--- config.mk ---
export PLATFORM = sky130hd
export DESIGN_NAME = multicycle_ctrl_flat
export DESIGN_NICKNAME = d
export VERILOG_FILES = /design/src/rtl/mc_pkg.sv /design/src/rtl/multicycle_ctrl_if.sv /design/src/rtl/mc_decode.sv /design/src/rtl/multicycle_ctrl.sv /design/src/flat_wrapper.sv
export SDC_FILE = /design/constraint.sdc
export NUM_CORES = 1
export LEC_CHECK = 0
export BUFFER_PORTS_ARGS = -buffer_cell sky130_fd_sc_hd__buf_2
export CORE_MARGIN = 2
export CORE_UTILIZATION = 31
export CTS_CLUSTER_DIAMETER = 100
export CTS_CLUSTER_SIZE = 25
export DETAILED_ROUTE_END_ITERATION = 6
export GPL_ROUTABILITY_DRIVEN = 0
export GPL_TIMING_DRIVEN = 0
export PLACE_DENSITY_LB_ADDON = 0.15
export SYNTH_ARGS = -nofsm -noshare
export SYNTH_HDL_FRONTEND = slang
export SYNTH_SLANG_ARGS = --single-unit
--- constraint.sdc ---
create_clock -name clk -period 2.34 [get_ports clk]
set_input_delay 0.468 -clock clk [delete_from_list [all_inputs] [get_ports clk]]
set_output_delay 0.468 -clock clk [all_outputs]
set_load 0.02 [all_outputs]
--- src/rtl/mc_pkg.sv ---
// Shared encodings for the multi-cycle MIPS sequencer: opcodes, functs,
// FSM states, datapath select codes and the decoded instruction class.
package mc_pkg;

    localparam logic [5:0] OP_R    = 6'b000000;
    localparam logic [5:0] OP_ORI  = 6'b001101;
    localparam logic [5:0] OP_LUI  = 6'b001111;
    localparam logic [5:0] OP_ADDI = 6'b001000;
    localparam logic [5:0] OP_LW   = 6'b100011;
    localparam logic [5:0] OP_SW   = 6'b101011;
    localparam logic [5:0] OP_BEQ  = 6'b000100;
    localparam logic [5:0] OP_J    = 6'b000010;
    localparam logic [5:0] OP_JAL  = 6'b000011;

    localparam logic [5:0] FN_ADDU = 6'b100001;
    localparam logic [5:0] FN_SUBU = 6'b100011;
    localparam logic [5:0] FN_SLT  = 6'b101010;
    localparam logic [5:0] FN_JR   = 6'b001000;

    typedef enum logic [2:0] {
        S_IF  = 3'd0,
        S_ID  = 3'd1,
        S_EX  = 3'd2,
        S_MEM = 3'd3,
        S_WB  = 3'd4
    } state_t;

    localparam logic [2:0] NPC_PC4  = 3'b000;
    localparam logic [2:0] NPC_BEQ  = 3'b001;
    localparam logic [2:0] NPC_J    = 3'b010;
    localparam logic [2:0] NPC_JR   = 3'b011;

    localparam logic [1:0] RDST_RT  = 2'b00;
    localparam logic [1:0] RDST_RD  = 2'b01;
    localparam logic [1:0] RDST_31  = 2'b10;

    localparam logic [1:0] WD_ALU   = 2'b00;
    localparam logic [1:0] WD_DM    = 2'b01;
    localparam logic [1:0] WD_PC    = 2'b10;
    localparam logic [1:0] WD_LT    = 2'b11;

    localparam logic [1:0] EXT_ZERO = 2'b00;
    localparam logic [1:0] EXT_SIGN = 2'b01;
    localparam logic [1:0] EXT_HI16 = 2'b10;

    localparam logic [1:0] ALU_ADD  = 2'b00;
    localparam logic [1:0] ALU_SUB  = 2'b01;
    localparam logic [1:0] ALU_OR   = 2'b10;

    typedef struct packed {
        logic addu;
        logic subu;
        logic slt;
        logic jr;
        logic ori;
        logic lui;
        logic addi;
        logic lw;
        logic sw;
        logic beq;
        logic j;
        logic jal;
    } iclass_t;

endpackage

--- src/rtl/multicycle_ctrl_if.sv ---
// Controller <-> datapath/memory bundle; master is the sequencer, slave the datapath side.
interface multicycle_ctrl_if;
    logic [5:0] op;
    logic [5:0] funct;
    logic       zero;
    logic       overflow;
    logic       mem_rdy;
    logic       pc_wr;
    logic [2:0] npc_sel;
    logic       ir_wr;
    logic [1:0] reg_dst;
    logic       alu_src;
    logic [1:0] ext_sel;
    logic [1:0] alu_sel;
    logic [1:0] wd_sel;
    logic       reg_write;
    logic       mem_read;
    logic       mem_write;
    logic       illegal;
    logic       bus_err;

    modport master (
        input  op, funct, zero, overflow, mem_rdy,
        output pc_wr, npc_sel, ir_wr, reg_dst, alu_src, ext_sel, alu_sel,
               wd_sel, reg_write, mem_read, mem_write, illegal, bus_err
    );

    modport slave (
        output op, funct, zero, overflow, mem_rdy,
        input  pc_wr, npc_sel, ir_wr, reg_dst, alu_src, ext_sel, alu_sel,
               wd_sel, reg_write, mem_read, mem_write, illegal, bus_err
    );
endinterface

--- src/rtl/mc_decode.sv ---
// Combinational decode of op/funct into a one-hot instruction class; all-zero class is illegal.
module mc_decode
    import mc_pkg::*;
(
    input  logic [5:0] op_i,
    input  logic [5:0] funct_i,
    output iclass_t    cls_o,
    output logic       illegal_o
);
    always_comb begin
        cls_o = '0;
        unique case (op_i)
            OP_R: begin
                unique case (funct_i)
                    FN_ADDU: cls_o.addu = 1'b1;
                    FN_SUBU: cls_o.subu = 1'b1;
                    FN_SLT:  cls_o.slt  = 1'b1;
                    FN_JR:   cls_o.jr   = 1'b1;
                    default: ;
                endcase
            end
            OP_ORI:  cls_o.ori  = 1'b1;
            OP_LUI:  cls_o.lui  = 1'b1;
            OP_ADDI: cls_o.addi = 1'b1;
            OP_LW:   cls_o.lw   = 1'b1;
            OP_SW:   cls_o.sw   = 1'b1;
            OP_BEQ:  cls_o.beq  = 1'b1;
            OP_J:    cls_o.j    = 1'b1;
            OP_JAL:  cls_o.jal  = 1'b1;
            default: ;
        endcase
        illegal_o = (cls_o == '0);
    end
endmodule

--- src/rtl/multicycle_ctrl.sv ---
// Multi-cycle IF/ID/EX/MEM/WB sequencer for the MIPS datapath with memory ready timeout.
// Define MC_PERF_CNT_EN to add the cycle_cnt/instr_cnt performance counter outputs.
module multicycle_ctrl
    import mc_pkg::*;
#(
    parameter int WAIT_MAX = 15
) (
    input  logic              clk,
    input  logic              rst,
    multicycle_ctrl_if.master bus
`ifdef MC_PERF_CNT_EN
    ,
    output logic [31:0]       cycle_cnt,
    output logic [31:0]       instr_cnt
`endif
);
    localparam int CNT_W = $clog2(WAIT_MAX + 1);

    state_t           state_q, state_d;
    logic [CNT_W-1:0] wait_q, wait_d;
    iclass_t          cls;
    logic             undecoded;
    logic             mem_phase;
    logic             timeout;
    logic             path_src;
    logic [1:0]       path_ext;
    logic [1:0]       path_alu;

    mc_decode u_decode (
        .op_i      (bus.op),
        .funct_i   (bus.funct),
        .cls_o     (cls),
        .illegal_o (undecoded)
    );

    assign mem_phase = (state_q == S_IF) || (state_q == S_MEM);
    // A ready arriving on the last allowed cycle still completes the access.
    assign timeout   = mem_phase && !bus.mem_rdy && (wait_q == CNT_W'(WAIT_MAX));

    // ALU operand/operation selects for the latched instruction, shared by EX, MEM and WB.
    always_comb begin
        path_src = 1'b0;
        path_ext = EXT_ZERO;
        path_alu = ALU_ADD;
        if (cls.lw || cls.sw || cls.addi) begin
            path_src = 1'b1;
            path_ext = EXT_SIGN;
        end else if (cls.ori) begin
            path_src = 1'b1;
            path_alu = ALU_OR;
        end else if (cls.lui) begin
            path_src = 1'b1;
            path_ext = EXT_HI16;
            path_alu = ALU_OR;
        end else if (cls.subu || cls.slt || cls.beq) begin
            path_alu = ALU_SUB;
        end
    end

    always_comb begin
        state_d       = state_q;
        bus.pc_wr     = 1'b0;
        bus.npc_sel   = NPC_PC4;
        bus.ir_wr     = 1'b0;
        bus.reg_dst   = RDST_RT;
        bus.alu_src   = 1'b0;
        bus.ext_sel   = EXT_ZERO;
        bus.alu_sel   = ALU_ADD;
        bus.wd_sel    = WD_ALU;
        bus.reg_write = 1'b0;
        bus.mem_read  = 1'b0;
        bus.mem_write = 1'b0;
        bus.illegal   = 1'b0;
        bus.bus_err   = 1'b0;
        unique case (state_q)
            S_IF: begin
                bus.mem_read = 1'b1;
                if (bus.mem_rdy) begin
                    bus.ir_wr = 1'b1;
                    bus.pc_wr = 1'b1;
                    state_d   = S_ID;
                end else if (timeout) begin
                    bus.bus_err = 1'b1;
                end
            end
            S_ID: begin
                if (cls.j || cls.jal) begin
                    bus.pc_wr   = 1'b1;
                    bus.npc_sel = NPC_J;
                    if (cls.jal) begin
                        bus.reg_write = 1'b1;
                        bus.reg_dst   = RDST_31;
                        bus.wd_sel    = WD_PC;
                    end
                    state_d = S_IF;
                end else if (cls.jr) begin
                    bus.pc_wr   = 1'b1;
                    bus.npc_sel = NPC_JR;
                    state_d     = S_IF;
                end else if (undecoded) begin
                    bus.illegal = 1'b1;
                    state_d     = S_IF;
                end else begin
                    state_d = S_EX;
                end
            end
            S_EX: begin
                bus.alu_src = path_src;
                bus.ext_sel = path_ext;
                bus.alu_sel = path_alu;
                if (cls.beq) begin
                    bus.pc_wr   = bus.zero;
                    bus.npc_sel = NPC_BEQ;
                    state_d     = S_IF;
                end else if (cls.lw || cls.sw) begin
                    state_d = S_MEM;
                end else begin
                    state_d = S_WB;
                end
            end
            S_MEM: begin
                bus.alu_src   = path_src;
                bus.ext_sel   = path_ext;
                bus.alu_sel   = path_alu;
                bus.mem_read  = cls.lw;
                bus.mem_write = cls.sw;
                if (bus.mem_rdy) begin
                    state_d = cls.lw ? S_WB : S_IF;
                end else if (timeout) begin
                    bus.bus_err = 1'b1;
                    state_d     = S_IF;
                end
            end
            S_WB: begin
                bus.alu_src   = path_src;
                bus.ext_sel   = path_ext;
                bus.alu_sel   = path_alu;
                bus.reg_write = cls.addi ? !bus.overflow : 1'b1;
                if (cls.addu || cls.subu || cls.slt) bus.reg_dst = RDST_RD;
                if (cls.slt) bus.wd_sel = WD_LT;
                if (cls.lw)  bus.wd_sel = WD_DM;
                state_d = S_IF;
            end
            default: state_d = S_IF;
        endcase
    end

    // Counter restarts whenever a memory phase is (re)entered, including an abort retry.
    always_comb begin
        wait_d = wait_q;
        if ((state_d != state_q) || bus.bus_err) begin
            wait_d = '0;
        end else if (mem_phase && !bus.mem_rdy) begin
            wait_d = wait_q + 1'b1;
        end
    end

    always_ff @(posedge clk or posedge rst) begin
        if (rst) begin
            state_q <= S_IF;
            wait_q  <= '0;
        end else begin
            state_q <= state_d;
            wait_q  <= wait_d;
        end
    end

`ifdef MC_PERF_CNT_EN
    logic [31:0] cycle_cnt_q, instr_cnt_q;

    always_ff @(posedge clk or posedge rst) begin
        if (rst) begin
            cycle_cnt_q <= '0;
            instr_cnt_q <= '0;
        end else begin
            cycle_cnt_q <= cycle_cnt_q + 32'd1;
            if ((state_d == S_IF) && (state_q != S_IF) && !bus.bus_err) begin
                instr_cnt_q <= instr_cnt_q + 32'd1;
            end
        end
    end

    assign cycle_cnt = cycle_cnt_q;
    assign instr_cnt = instr_cnt_q;
`endif

endmodule

--- src/flat_wrapper.sv ---
// flat-port wrapper written by rule: the top's interface ports become plain ports
module multicycle_ctrl_flat import mc_pkg::*;
#(
    parameter int WAIT_MAX = 15
)
  (clk, rst, bus_op, bus_funct, bus_zero, bus_overflow, bus_mem_rdy, bus_pc_wr, bus_npc_sel, bus_ir_wr, bus_reg_dst, bus_alu_src, bus_ext_sel, bus_alu_sel, bus_wd_sel, bus_reg_write, bus_mem_read, bus_mem_write, bus_illegal, bus_bus_err);
  multicycle_ctrl_if bus_i ();
  input  logic clk;
  input  logic rst;
  input wire logic [$bits(bus_i.op)-1:0] bus_op;
  input wire logic [$bits(bus_i.funct)-1:0] bus_funct;
  input wire logic [$bits(bus_i.zero)-1:0] bus_zero;
  input wire logic [$bits(bus_i.overflow)-1:0] bus_overflow;
  input wire logic [$bits(bus_i.mem_rdy)-1:0] bus_mem_rdy;
  output wire logic [$bits(bus_i.pc_wr)-1:0] bus_pc_wr;
  output wire logic [$bits(bus_i.npc_sel)-1:0] bus_npc_sel;
  output wire logic [$bits(bus_i.ir_wr)-1:0] bus_ir_wr;
  output wire logic [$bits(bus_i.reg_dst)-1:0] bus_reg_dst;
  output wire logic [$bits(bus_i.alu_src)-1:0] bus_alu_src;
  output wire logic [$bits(bus_i.ext_sel)-1:0] bus_ext_sel;
  output wire logic [$bits(bus_i.alu_sel)-1:0] bus_alu_sel;
  output wire logic [$bits(bus_i.wd_sel)-1:0] bus_wd_sel;
  output wire logic [$bits(bus_i.reg_write)-1:0] bus_reg_write;
  output wire logic [$bits(bus_i.mem_read)-1:0] bus_mem_read;
  output wire logic [$bits(bus_i.mem_write)-1:0] bus_mem_write;
  output wire logic [$bits(bus_i.illegal)-1:0] bus_illegal;
  output wire logic [$bits(bus_i.bus_err)-1:0] bus_bus_err;
  assign bus_i.op = bus_op;
  assign bus_i.funct = bus_funct;
  assign bus_i.zero = bus_zero;
  assign bus_i.overflow = bus_overflow;
  assign bus_i.mem_rdy = bus_mem_rdy;
  assign bus_pc_wr = bus_i.pc_wr;
  assign bus_npc_sel = bus_i.npc_sel;
  assign bus_ir_wr = bus_i.ir_wr;
  assign bus_reg_dst = bus_i.reg_dst;
  assign bus_alu_src = bus_i.alu_src;
  assign bus_ext_sel = bus_i.ext_sel;
  assign bus_alu_sel = bus_i.alu_sel;
  assign bus_wd_sel = bus_i.wd_sel;
  assign bus_reg_write = bus_i.reg_write;
  assign bus_mem_read = bus_i.mem_read;
  assign bus_mem_write = bus_i.mem_write;
  assign bus_illegal = bus_i.illegal;
  assign bus_bus_err = bus_i.bus_err;
  multicycle_ctrl #(.WAIT_MAX(WAIT_MAX)) u_core (.clk(clk), .rst(rst), .bus(bus_i));
endmodule
**Word-level counts from Yosys, hierarchy flattened**

Index checks and enable logic that the tools add are counted.

- Logic and storage cells: 108
- Input bits: 17
- Register bits after elaboration: 7
- Output and inout port bits: 19

- Reductions and logical operators: 19
- Multiplexer cells: 68
- Equal/unequal tests: 18
- Add/sub/neg operators: 1

Operators by type and width:

| operator | count |
|---|---|
| 2-to-1 mux 1 bit | 35 |
| == test 6 bit (second input constant) | 5 |
| 2-to-1 mux 2 bit | 14 |
| 2-to-1 mux 3 bit | 9 |
| == test 6 x 4 -> 1 bit (second input constant) | 4 |
| == test 6 x 2 -> 1 bit (second input constant) | 2 |
| zero test 12 bit | 1 |
| 2-to-1 mux 4 bit | 3 |
| one-hot mux 3 bit (4 select lines) | 1 |
| logical OR 1 bit | 9 |
| one-hot mux 2 bit (2 select lines) | 2 |
| == test 3 x 2 -> 1 bit (second input constant) | 2 |
| == test 6 x 3 -> 1 bit (second input constant) | 1 |
| zero test 6 bit | 1 |
| one-hot mux 3 bit (2 select lines) | 1 |
| adder 4 x 1 -> 4 bit (second input constant) | 1 |
| == test 4 bit (second input constant) | 1 |
| one-hot mux 1 bit (2 select lines) | 2 |
| == test 3 x 1 -> 1 bit (second input constant) | 1 |
| == test 3 bit (second input constant) | 1 |
| zero test 3 bit | 1 |
| inequality test 3 bit | 1 |
| one-hot mux 1 bit (3 select lines) | 1 |
| OR reduction 3 bit | 1 |
| 4 further kinds | 6 |

**Depth between registers and ports, before layout**

- Depth after elaboration: 11
- Gate-level depth with buffers: 6
- Mapped depth without buffers: 5

**Cells and area by module**

Synthesis repeated with hierarchy kept, for this count alone.

- Cell total of the unflattened synthesis: 122
- Area total of the unflattened synthesis: 847.1 um^2

By module, submodules not included:

| module | area each (um^2) | sequential area each (um^2) | cells an instance | instances |
|---|---|---|---|---|
| multicycle_ctrl | 595.6 | 175.2 | 79 | 1 |
| mc_decode | 251.5 | 0.0 | 43 | 1 |

**Least setup slack after synthesis**

Ideal clock, no wire load.

- Path kind: input-to-output
- From: in bus_op[1]
- To: out bus_alu_src
- Setup slack: 0.009 ns
- Required time: 1.872 ns
- Cell stages on the path: 4
- Arrival time: 1.863 ns
- Buffers on the path: 0
- Cell sequence: nor4_2 nand2_1 a211oi_1 or2_2

- Cells in the longest elaborated chain, start to end: 6
- Elaborated cells between the ends (all ways): 16
- Those cells by class: eq/ne (5); mux (9); reduce/logical (2)

Ends and longest elaborated chain:

| item | RTL line | text |
|---|---|---|
| start, declared | flat_wrapper.sv:10 | `input wire logic [$bits(bus_i.op)-1:0] bus_op;` |
| == test 6 x 4 -> 1 bit or == test 6 bit (tied branches) | mc_decode.sv:12 | `unique case (op_i)` |
| 2-to-1 mux 1 bit | mc_decode.sv:12 |  |
| 2-to-1 mux 1 bit or logical OR 1 bit (tied branches) | multicycle_ctrl.sv:51, multicycle_ctrl.sv:45 |  |
| 2-to-1 mux 1 bit or logical OR 1 bit (tied branches) | multicycle_ctrl.sv:48, multicycle_ctrl.sv:45 |  |
| 2-to-1 mux 1 bit (*) | multicycle_ctrl.sv:45 | `if (cls.lw \|\| cls.sw \|\| cls.addi) begin` |
| 2-to-1 mux 1 bit (*) | multicycle_ctrl.sv:75 | `unique case (state_q)` |
| end, declared | flat_wrapper.sv:19 | `output wire logic [$bits(bus_i.alu_src)-1:0] bus_alu_src;` |

Every way passes the cells marked *; elsewhere a longest branch is shown, timed or not.

**Final worst setup path**

- From: in bus_op[5]
- To: out bus_pc_wr

- Cells in the longest elaborated chain, start to end: 5
- Elaborated cells between the ends (all ways): 13
- Those cells by class: eq/ne (3); mux (8); reduce/logical (2)

Ends and longest elaborated chain:

| item | RTL line | text |
|---|---|---|
| zero test 6 bit or == test 6 x 2 -> 1 bit (tied branches) | mc_decode.sv:12 |  |
| 2-to-1 mux 4 bit or 2-to-1 mux 1 bit (tied branches) | mc_decode.sv:12 |  |
| 2-to-1 mux 1 bit or logical OR 1 bit (tied branches) | multicycle_ctrl.sv:96, multicycle_ctrl.sv:87 |  |
| 2-to-1 mux 1 bit | multicycle_ctrl.sv:87 | `if (cls.j \|\| cls.jal) begin` |
| one-hot mux 1 bit (3 select lines) (*) | multicycle_ctrl.sv:75 |  |
| end, declared | flat_wrapper.sv:15 | `output wire logic [$bits(bus_i.pc_wr)-1:0] bus_pc_wr;` |

Marked as above.

==> results.py <==
metrics = {
    "run_status": {
        "status": "finished, final reports clean",
    },
    "layout": {
        "final_common_cell": "buf_2",
        "final_cell_mix": "buf_2 (31), nor2_1 (15), nand2_1 (10)",
        "drive_gt1_share_pct": 41.73,
        "syn_to_final_growth_pct": 37.42,
        "final_util_pct": 46.06,
        "n_antenna_cell": 0,
        "instances_no_fill": 167,
        "finalNetCount": 158,
    },
    "power": {
        "p_per_area_mw_per_mm2": 354.0,
        "ir_drop_mv": 0.3169,
        "leakage_uw": 0.0005379,
    },
    "synthesis": {
        "synth_area_um2": 755.7,
        "synthCells": 102,
        "ys_warn_count": 0,
        "syn_nets": 120,
        "syn_area_per_cell_um2": 7.409,
        "yosys_register_bits": 7,
        "synth_edf_count": 0,
        "synth_cell_types": 45,
        "async_reset_ff_share_pct": 100.0,
        "seq_area_frac_synth_pct": 23.18,
        "ys.flop_type": "dfrtp_1",
    },
    "critical_path": {
        "slowest_stage": "a311o_1",
        "crit_buf_inv": 2,
        "slowest_delay_ps": 320,
        "crit_path_max_fanout": 6,
        "cp-end-kind": "primary output",
        "critPathKind": "in2out",
        "worstPathArrival_ps": 1810,
        "cp_top_family": "simple AND/OR/NAND/NOR gates",
        "worstPathCellList": "clkbuf_4 > nor2_1 > and3_2 > or2_1 > and2_4 > a311o_1 > buf_4",
        "critPathRequiredTime_ps": 1870,
        "critPathLaunchType": "input pin",
    },
    "sta": {
        "rsz0062_at_grt": "false",
        "final-setup-viol-count": 0,
        "tns_ps": 0,
        "hold_ws_ps": 131.7,
        "finalClockSkew_ps": 4.058,
        "max_freq_mhz": 438.2,
        "finalHoldViolCount": 0,
        "drv_slew": 0,
        "min_period_ps": 2282,
        "min_period_over_period_pct": 97.53,
    },
    "floorplanning": {
        "num_io_pins": 36,
        "initial_utilization_pct": 33.52,
        "core_mm2": 0.002255,
        "rows": 17,
        "die_h_um": 53.38,
        "dieArea_mm2": 0.002849,
        "die_x_um": 53.38,
    },
    "place": {
        "dp_cells": 163,
        "hpwl_um": 1600,
        "port_buffers": 33,
    },
    "routing": {
        "avgViaCountPerCell": 4.964,
        "ant_nets": 0,
        "drc_errors": 0,
        "wirelength_um": 1980,
        "wire_per_inst_um": 11.86,
        "num_vias": 829,
        "firstDrtPassIters": 4,
        "drt_iter0_markers": 17,
    },
    "grt": {
        "grt_max_degree": 11,
        "antenna_found_initial": 0,
        "use_met2_pct": 23.05,
        "grt_first_pass_wirelength_um": 3353,
        "grtUsageMet1_pct": 22.74,
        "grt_pass1_vias": 772,
        "grt-ovfl-total": 0,
        "grt.met3_usage_pct": 4.802,
        "grt-busiest-layer": "met2",
        "grt_usage_pct": 15.99,
    },
    "min_path": {
        "hold_path.class": "in2async",
    },
    "cts": {
        "htree_levels": 1,
        "cts-root-buf": "clkbuf_4",
        "numCtsBuffers": 3,
        "clock-sinks": 7,
        "cts_hold_buf": 0,
        "clock_path_buffers": 2,
        "clkLatencyLatePin_ps": 250,
        "cts_tree": "yes",
        "clk_pin_slew_ps": 50,
    },
    "job": {
        "drv_cap": 0,
    },
}
-- cells in the mapped netlist (2+ instances only) --
cell type  count  area share, %
inv_1          7            3.5
nand2b_1       2            1.7
nor3_1         2            1.3
xor2_1         2            2.3
a21oi_1        6            4.0
dfrtp_1        7             23
nor2_1        15            7.4
buf_2          2            1.3
o21ai_0        2            1.3
nand4b_1       3            3.5
nor3b_1        3            3.0
or2_2          2            1.7
nor4b_1        2            2.3
nand2_1       10            5.0
buf_6          2            3.0
and4_1         2            2.3
nand3_1        5            3.3
-- layer usage --
metal / routed length [um] / up-vias
met1: 999 / 366
met4: 12 / 0
li1: - / 433
met2: 831 / 28
met3: 135 / 2
met5: 0 / -
-- worst paths after layout --
kind | cells past startpoint | slack [ps] | to | startpoint
setup / recovery | 7 | 60 | bus_pc_wr | bus_op[5]
hold / removal | 2 | 130 | u_core.wait_q[2] | rst
setup reg to reg | 3 | 890 | u_core.state_q[1] | u_core.state_q[0]
hold reg to reg | 1 | 460 | u_core.wait_q[0] | u_core.wait_q[0]
max in group asynchronous | 2 | 1990 | u_core.state_q[1] | rst
min in group clk | 1 | 460 | u_core.wait_q[0] | u_core.wait_q[0]
-- registers in the layout (all words and copies together) (netlist names) --
| register | flops |
|---|---|
| u_core.state_q | 3 |
| u_core.wait_q | 4 |
-- cells by family after synthesis --
family | after synthesis | share of synthesized area [%]
fa+ha+maj | 1 | 1.655
xor+xnor | 3 | 3.477
simple gates | 60 | 46.86
buf+inv | 13 | 9.437
flops | 7 | 23.18
other cells | 1 | 0.4962
compound gates | 17 | 14.90
-- metrics by stage --
step / area [um^2] / worst slack (ps) / total power [uW]
after detailed placement: 955.9 / -34.00 / 251.9
final: 1039 / 57.70 / 367.6
after CTS: 991.0 / 34.57 / 361.6
after global routing: 1039 / 0.3482 / 405.0
after floorplan: 755.7 / 8.522 / 210.6
after global placement: 955.9 / -13.66 / 249.7
-- repair_timing --
item	4_1_cts	5_1_grt
setup endpoints to repair	2	6
resized for setup	1	13
setup buffers	0	1
pin swaps	0	2
-- cell type report --
type / count / area [um^2]
sequential: 7 / 176.4
buffer: 5 / 42.54
inverter: 7 / 26.28
timing repair buffer: 34 / 180.2
clock buffer: 4 / 26.28
fill: 250 / 1216
tap: 28 / 35.03
multi-input combinational: 82 / 551.8
-- power by group --
part,internal (uW),switching [uW]
combinational,55.7,72.5
sequential,128,6.22
clock,64.8,40.0
total,249,119
(Power assumes the default switching activity.)
